## config.mk

```make
export PLATFORM = sky130hd
export DESIGN_NAME = nx1_group_arbiter
export DESIGN_NICKNAME = d
export VERILOG_FILES = /design/src/rtl/nx1_arb_pkg.sv /design/src/rtl/rr_pick.sv /design/src/rtl/nx1_group_arbiter.sv
export SDC_FILE = /design/constraint.sdc
export NUM_CORES = 1
export LEC_CHECK = 0
export CAP_MARGIN = 20
export CORE_AREA = 2 2 146 148
export CTS_CLUSTER_DIAMETER = 60
export CTS_CLUSTER_SIZE = 14
export DETAILED_ROUTE_END_ITERATION = 8
export DIE_AREA = 0 0 148 150
export GPL_ROUTABILITY_DRIVEN = 1
export HOLD_SLACK_MARGIN = 0.12
export PLACE_DENSITY = 0.72
export SYNTH_ARGS = -nofsm -noshare
export SYNTH_HDL_FRONTEND = slang
export SYNTH_SLANG_ARGS = --single-unit
export TNS_END_PERCENT = 20
```

## constraint.sdc

```tcl
create_clock -name clk -period 5.15 [get_ports clk]
set_clock_uncertainty 0.1 [all_clocks]
set_input_delay 1.2875 -clock clk [delete_from_list [all_inputs] [get_ports clk]]
set_output_delay 1.2875 -clock clk [all_outputs]
set_load 0.005 [all_outputs]
```

## src/rtl/nx1_arb_pkg.sv

```systemverilog
// Shared types and width helpers for the nx1 group arbiter and its round-robin picker.
package nx1_arb_pkg;

    typedef enum logic [0:0] {
        IDLE   = 1'b0,
        LOCKED = 1'b1
    } state_t;

    localparam int unsigned TAG_W = 8;

    // Tag that travels with each lane beat; fields sized for up to 256 sources/lanes.
    typedef struct packed {
        logic [TAG_W-1:0] src;
        logic [TAG_W-1:0] lane;
        logic             last;
    } group_tag_t;

    function automatic int unsigned clog2_min1(input int unsigned v);
        return (v > 1) ? $clog2(v) : 1;
    endfunction

endpackage

```

## src/rtl/rr_pick.sv

```systemverilog
// Combinational round-robin picker: first set request at or after ptr, wrapping.
module rr_pick
    import nx1_arb_pkg::*;
#(
    parameter int unsigned M   = 4,
    parameter int unsigned M_L = clog2_min1(M)
) (
    input  logic [M-1:0]   req,
    input  logic [M_L-1:0] ptr,
    output logic [M-1:0]   gnt,
    output logic [M_L-1:0] idx,
    output logic           any
);

    logic [M_L-1:0] cand;

    always_comb begin
        gnt  = '0;
        idx  = '0;
        any  = 1'b0;
        cand = '0;
        for (int unsigned i = 0; i < M; i++) begin
            cand = M_L'((32'(ptr) + i) % M);
            if (!any && req[cand]) begin
                any       = 1'b1;
                gnt[cand] = 1'b1;
                idx       = cand;
            end
        end
    end

endmodule

```

## src/rtl/nx1_group_arbiter.sv

```systemverilog
// Round-robin arbiter granting one nx1 lane FIFO for a whole group at a time,
// feeding a single registered valid/ready output.
module nx1_group_arbiter
    import nx1_arb_pkg::*;
#(
    parameter int unsigned M     = 4,
    parameter int unsigned M_L   = clog2_min1(M),
    parameter int unsigned N     = 8,
    parameter int unsigned N_L   = clog2_min1(N),
    parameter int unsigned WIDTH = 64
) (
    input  logic                  clk,
    input  logic                  rst,
    input  logic [M-1:0]          src_not_empty,
    input  logic [M-1:0][WIDTH-1:0] src_data,
    output logic [M-1:0]          src_rd_req,
    output logic [M-1:0]          src_rd_all,
    input  logic                  abort,
    output logic                  out_valid,
    output logic [WIDTH-1:0]      out_data,
    output logic [M_L-1:0]        out_src,
    output logic [N_L-1:0]        out_lane,
    output logic                  out_last,
    input  logic                  out_ready,
    output logic                  busy,
    output logic [31:0]           groups_done
);

    state_t         state;
    logic [M_L-1:0] rr_ptr;
    logic [M_L-1:0] grant;
    logic [N_L-1:0] lane;

    logic           slot_free;
    logic           pop;
    logic           pop_last;
    logic           abort_go;
    logic [M_L-1:0] pop_src;
    logic [N_L-1:0] pop_lane;

    logic [M-1:0]   pick_gnt;
    logic [M_L-1:0] pick_idx;
    logic           pick_any;

    rr_pick #(
        .M   (M),
        .M_L (M_L)
    ) u_pick (
        .req (src_not_empty),
        .ptr (rr_ptr),
        .gnt (pick_gnt),
        .idx (pick_idx),
        .any (pick_any)
    );

    function automatic logic [M_L-1:0] next_src(input logic [M_L-1:0] s);
        return (s == M_L'(M - 1)) ? '0 : s + 1'b1;
    endfunction

    assign busy = (state == LOCKED);

    always_comb begin
        slot_free  = ~out_valid | out_ready;
        src_rd_req = '0;
        src_rd_all = '0;
        pop        = 1'b0;
        abort_go   = 1'b0;
        pop_src    = grant;
        pop_lane   = lane;
        if (!rst) begin
            unique case (state)
                IDLE: begin
                    if (pick_any && slot_free) begin
                        pop        = 1'b1;
                        pop_src    = pick_idx;
                        pop_lane   = '0;
                        src_rd_req = pick_gnt;
                    end
                end
                LOCKED: begin
                    // Abort discards the rest of the group without touching the output slot.
                    if (abort) begin
                        abort_go          = 1'b1;
                        src_rd_req[grant] = 1'b1;
                        src_rd_all[grant] = 1'b1;
                    end else if (src_not_empty[grant] && slot_free) begin
                        pop               = 1'b1;
                        src_rd_req[grant] = 1'b1;
                    end
                end
                default: ;
            endcase
        end
        pop_last = (pop_lane == N_L'(N - 1));
    end

    always_ff @(posedge clk) begin
        if (rst) begin
            state       <= IDLE;
            rr_ptr      <= '0;
            grant       <= '0;
            lane        <= '0;
            out_valid   <= 1'b0;
            out_data    <= '0;
            out_src     <= '0;
            out_lane    <= '0;
            out_last    <= 1'b0;
            groups_done <= '0;
        end else begin
            if (pop) begin
                out_valid <= 1'b1;
                out_data  <= src_data[pop_src];
                out_src   <= pop_src;
                out_lane  <= pop_lane;
                out_last  <= pop_last;
            end else if (out_ready) begin
                out_valid <= 1'b0;
            end

            if (abort_go) begin
                state  <= IDLE;
                rr_ptr <= next_src(grant);
                lane   <= '0;
            end else if (pop) begin
                if (pop_last) begin
                    state       <= IDLE;
                    rr_ptr      <= next_src(pop_src);
                    lane        <= '0;
                    groups_done <= groups_done + 32'd1;
                end else begin
                    state <= LOCKED;
                    grant <= pop_src;
                    lane  <= pop_lane + 1'b1;
                end
            end
        end
    end

endmodule

```

==> flow_summary.html <==
<table>
<tr><th>Metric</th><th>Value</th></tr>
<tr><th colspan="2">Synthesis</th></tr>
<tr><td>Main synth FF type</td><td>dfxtp_1</td></tr>
<tr><td>Proportion of netlist area held by the largest area contributor</td><td>0.2994</td></tr>
<tr><td>Cell area after technology mapping</td><td>7422 µm²</td></tr>
<tr><td>Number of enable flip-flop cells after synthesis</td><td>0</td></tr>
<tr><td>Area leader, netlist</td><td>dfxtp_1</td></tr>
<tr><td>Sequential-to-total area share from yosys stat</td><td>0.2994</td></tr>
<tr><td>Leading cell type by number of instances after synthesis</td><td>a211oi_1</td></tr>
<tr><td>Post-synthesis average cell area</td><td>9.443 µm²</td></tr>
<tr><td>Most area-consuming cells after synthesis</td><td>dfxtp_1 (30%), a211oi_1 (13%), o32ai_2 (9.9%)</td></tr>
<tr><td>Leading post-synthesis cells by instance count</td><td>a211oi_1 (133), dfxtp_1 (111), a21oi_1 (78)</td></tr>
<tr><td>Share of synthesized registers carrying an async set or reset</td><td>0</td></tr>
<tr><td>Syn Nets</td><td>1067</td></tr>
<tr><td>Number of distinct library cells after synthesis</td><td>57</td></tr>
<tr><td>FF+latch count, synth</td><td>111</td></tr>
<tr><td>YS warnings</td><td>0</td></tr>
<tr><td>Synthesized instance count</td><td>786</td></tr>
<tr><th colspan="2">Floorplan</th></tr>
<tr><td>Placeable core region</td><td>20690 µm²</td></tr>
<tr><td>Height of the die</td><td>150 µm</td></tr>
<tr><td>Die outline area</td><td>22200 µm²</td></tr>
<tr><td>Std cell rows</td><td>53</td></tr>
<tr><td>Boundary pin count</td><td>376</td></tr>
<tr><td>Width of the chip</td><td>148 µm</td></tr>
<tr><td>Initial cell density of the core</td><td>0.3587</td></tr>
<tr><th colspan="2">Timing</th></tr>
<tr><td>Total negative slack for setup checks</td><td>0 ns</td></tr>
<tr><td>Maximum clock frequency</td><td>0.1978 GHz</td></tr>
<tr><td>Final setup violation count</td><td>0</td></tr>
<tr><td>Min Tclk post-route</td><td>5.055 ns</td></tr>
<tr><td>Share of the clock period used by the worst path</td><td>0.9816</td></tr>
<tr><td>Slew Limit Headroom</td><td>0.4188</td></tr>
<tr><td>Hold WS</td><td>0.3619 ns</td></tr>
<tr><td>Count of pins over their slew limit</td><td>0</td></tr>
<tr><td>Worst slew pin tran</td><td>0.8647 ns</td></tr>
<tr><td>Setup repair after global routing missed its margin</td><td>false</td></tr>
<tr><td>Final Hold Viols</td><td>0</td></tr>
<tr><th colspan="2">Global routing</th></tr>
<tr><td>Vias in the first global route</td><td>7260</td></tr>
<tr><td>Wire length of the first global-routing pass</td><td>41540 µm</td></tr>
<tr><td>Leftover overflow at the end of global routing</td><td>0</td></tr>
<tr><td>Total Routing Usage GR</td><td>0.2384</td></tr>
<tr><td>Initial antenna violation count</td><td>3</td></tr>
<tr><td>Maximum number of pins on one net before global-route repair</td><td>144</td></tr>
<tr><th colspan="2">Clock network</th></tr>
<tr><td>Buffer type at the clock tree root</td><td>clkbuf_16</td></tr>
<tr><td>Clock tree from TritonCTS</td><td>yes</td></tr>
<tr><td>Clock H-tree levels</td><td>3</td></tr>
<tr><td>Clock net sink count</td><td>111</td></tr>
<tr><td>Buffers from clock root to sink, at most</td><td>2</td></tr>
<tr><td>Clock latency on the worst-skew pair</td><td>0.35 ns</td></tr>
<tr><td>Count of buffers added by post-CTS timing repair for setup</td><td>0</td></tr>
<tr><td>Clock transition at the registers of the reported paths</td><td>0.07 ns</td></tr>
<tr><td>Inserted Clock Buffers</td><td>9</td></tr>
<tr><th colspan="2">Placed design</th></tr>
<tr><td>Detailed Place HPWL</td><td>20570 µm</td></tr>
<tr><td>Instance area after placement</td><td>11300 µm²</td></tr>
<tr><td>Port Buffers</td><td>375</td></tr>
<tr><td>Placer congestion estimate</td><td>0.8627</td></tr>
<tr><th colspan="2">Worst hold path</th></tr>
<tr><td>Count of cells along the worst hold path</td><td>2</td></tr>
<tr><td>Hold/Removal Path Class</td><td>register to register</td></tr>
<tr><th colspan="2">Power</th></tr>
<tr><td>Cell leakage power</td><td>3.923 nW</td></tr>
<tr><td>Worst IR drop on VDD</td><td>0.1549 mV</td></tr>
<tr><td>Areal power density over the cells</td><td>252.1 nW/µm²</td></tr>
<tr><td>Total power</td><td>2.921 mW</td></tr>
<tr><th colspan="2">Worst setup path</th></tr>
<tr><td>Critical-path cell with the highest stage delay</td><td>mux4_2</td></tr>
<tr><td>Top delay family on crit path</td><td>buffers and inverters</td></tr>
<tr><td>CP Capture Type</td><td>output port</td></tr>
<tr><td>Cell repeated most along the worst path</td><td>clkdlybuf4s50_1</td></tr>
<tr><td>Slowest cell delay on critical path</td><td>0.60 ns</td></tr>
<tr><td>Startpoint type of the worst setup path</td><td>input port</td></tr>
<tr><td>Total stage count of the critical path</td><td>8</td></tr>
<tr><td>Required time at the endpoint of the critical path</td><td>3.76 ns</td></tr>
<tr><td>Critical setup path kind</td><td>input port to output port</td></tr>
<tr><td>Critical path cell sequence</td><td>clkdlybuf4s50_1, mux4_2, nor2b_2, a22oi_1, nor2_1, a221oi_1, o21ai_0, clkdlybuf4s50_1</td></tr>
<tr><td>Crit path buffers/inverters</td><td>2</td></tr>
<tr><td>Signal arrival time at the worst endpoint</td><td>3.67 ns</td></tr>
<tr><td>Worst R2R Path Depth</td><td>10</td></tr>
<tr><td>CP Max Fanout</td><td>8</td></tr>
<tr><th colspan="2">Final layout</th></tr>
<tr><td>Number of inserted filler cells in the final layout</td><td>1883</td></tr>
<tr><td>Post-route standard cell area excluding fillers</td><td>11590 µm²</td></tr>
<tr><td>Fraction of layout cells with a size suffix above 1</td><td>0.09099</td></tr>
<tr><td>Final design utilization</td><td>0.5602</td></tr>
<tr><td>Area delta synth-&gt;final</td><td>56.15%</td></tr>
<tr><td>Final Net Count</td><td>1398</td></tr>
<tr><th colspan="2">Status</th></tr>
<tr><td>Run status</td><td>complete, no violations</td></tr>
<tr><th colspan="2">Drt</th></tr>
<tr><td>DR vias/cell</td><td>5.462</td></tr>
<tr><td>WL/cell</td><td>19.90 µm</td></tr>
<tr><td>Post-route DRC</td><td>0</td></tr>
<tr><td>Detailed-route via count</td><td>7641</td></tr>
<tr><td>Final wirelength</td><td>27830 µm</td></tr>
<tr><td>Remaining antenna violation count after routing</td><td>0</td></tr>
<tr><td>DRC marker count from the first detailed-route iteration</td><td>455</td></tr>
<tr><td>First-pass DRT Iterations</td><td>7</td></tr>
<tr><th colspan="2">Flow run</th></tr>
<tr><td>Max-capacitance violation count</td><td>0</td></tr>
</table>
[worst register-to-register path: stages, from the launching register on]
cell and delay, ns:
dfxtp_1 0.34, inv_1 0.12, ha_1 0.55, mux4_2 0.67, a211oi_2 0.24, o21a_2 0.20, o21ai_4 0.08, inv_6 0.44
buf_4 0.55, mux2i_1 0.35, o32ai_2 0.12
[timing repair]
| action | 4_1_cts | 5_1_grt |
|---|---|---|
| hold buffers | 0 | 0 |
| hold endpoints to repair | 0 | 0 |
| endpoints found under the setup margin | 0 | 4 |
| resized for setup | 0 | 1 |
[layout make-up]
| type | instances | area [µm²] | share of cell area |
|---|---|---|---|
| Multi-Input combinational cell | 584 | 4705 | 0.4059 |
| Timing Repair Buffer | 397 | 3981 | 0.3435 |
| Sequential cell | 111 | 2222 | 0.1917 |
| Tap cell | 275 | 344.1 | 0.02969 |
| Clock buffer | 9 | 225.2 | 0.01943 |
| Inverter | 14 | 57.56 | 0.004966 |
| Clock inverter | 6 | 47.55 | 0.004102 |
| Antenna cell | 3 | 7.507 | 0.0006477 |
[state kept, by name (all words and copies together), names as in the netlist]
register / count
out_last: 1
groups_done: 32
busy: 1
out_valid: 1
grant: 2
lane: 3
rr_ptr: 2
out_src: 2
out_data: 64
out_lane: 3
[power breakdown]
part / switching (mW) / internal, mW / total, mW
Sequential: 0.114 / 0.974 / 1.09
Clock: 0.336 / 0.330 / 0.666
Combinational: 0.512 / 0.657 / 1.17
[kinds of logic after synthesis]
| logic type | Yosys count | synth area share |
|---|---|---|
| adder cells (fa/ha/maj) | 17 | 0.02866 |
| multiplexers | 74 | 0.1065 |
| AND/OR/NAND/NOR | 150 | 0.1049 |
| AO/OA/AOI/OAI | 312 | 0.3523 |
| buffers and inverters | 91 | 0.07165 |
| flip-flops | 111 | 0.2994 |
| XOR/XNOR | 31 | 0.03658 |
[worst paths after layout]
path / startpoint / end / slack, ns
worst min register to register: out_last / out_last / 0.36
worst max-delay path: src_not_empty[3] / src_rd_req[0] / 0.09
worst max register to register: rr_ptr[0] / out_data[56] / 1.30
worst min-delay path: out_last / out_last / 0.36
[layout by cell type, fill, tap and decap left out, drive strengths merged, types with 2 or more instances in the layout]
master and count:
clkdlybuf4s50 375, nor3b 2, nand4 15, nor3 4, a2111oi 2, and3 8
clkinvlp 3, xor2 25, ha 17, nor4 5, a221oi 6, inv 15
clkbuf 9, o21a 2, diode 3, mux4 4, a31oi 2, a211oi 135
buf 22, a22oi 5, nor2b 7, o22ai 2, nand2 24, clkinv 2
xnor2 6, and2 6, dfxtp 111, o32ai 65, mux2i 70, a21oi 78
nand2b 5, and4 4, o21ai 6, nor2 52, nand3 14
[through the flow]
| stage | instances | setup slack [ns] |
|---|---|---|
| floorplan | 786 | 1.146 |
| global placement | 1381 | 0.2050 |
| detailed placement | 1381 | 0.1272 |
| CTS | 1396 | 0.1195 |
| global route | 1398 | 0.02487 |
| finish | 1399 | 0.09487 |
[metal layers]
metal	share of wire	track usage
met5	0	0
met4	0.017	0.07619
met3	0.070	0.05671
met2	0.48	0.3856
met1	0.43	0.3140
No activity file was read; power rests on OpenSTA's default activity.
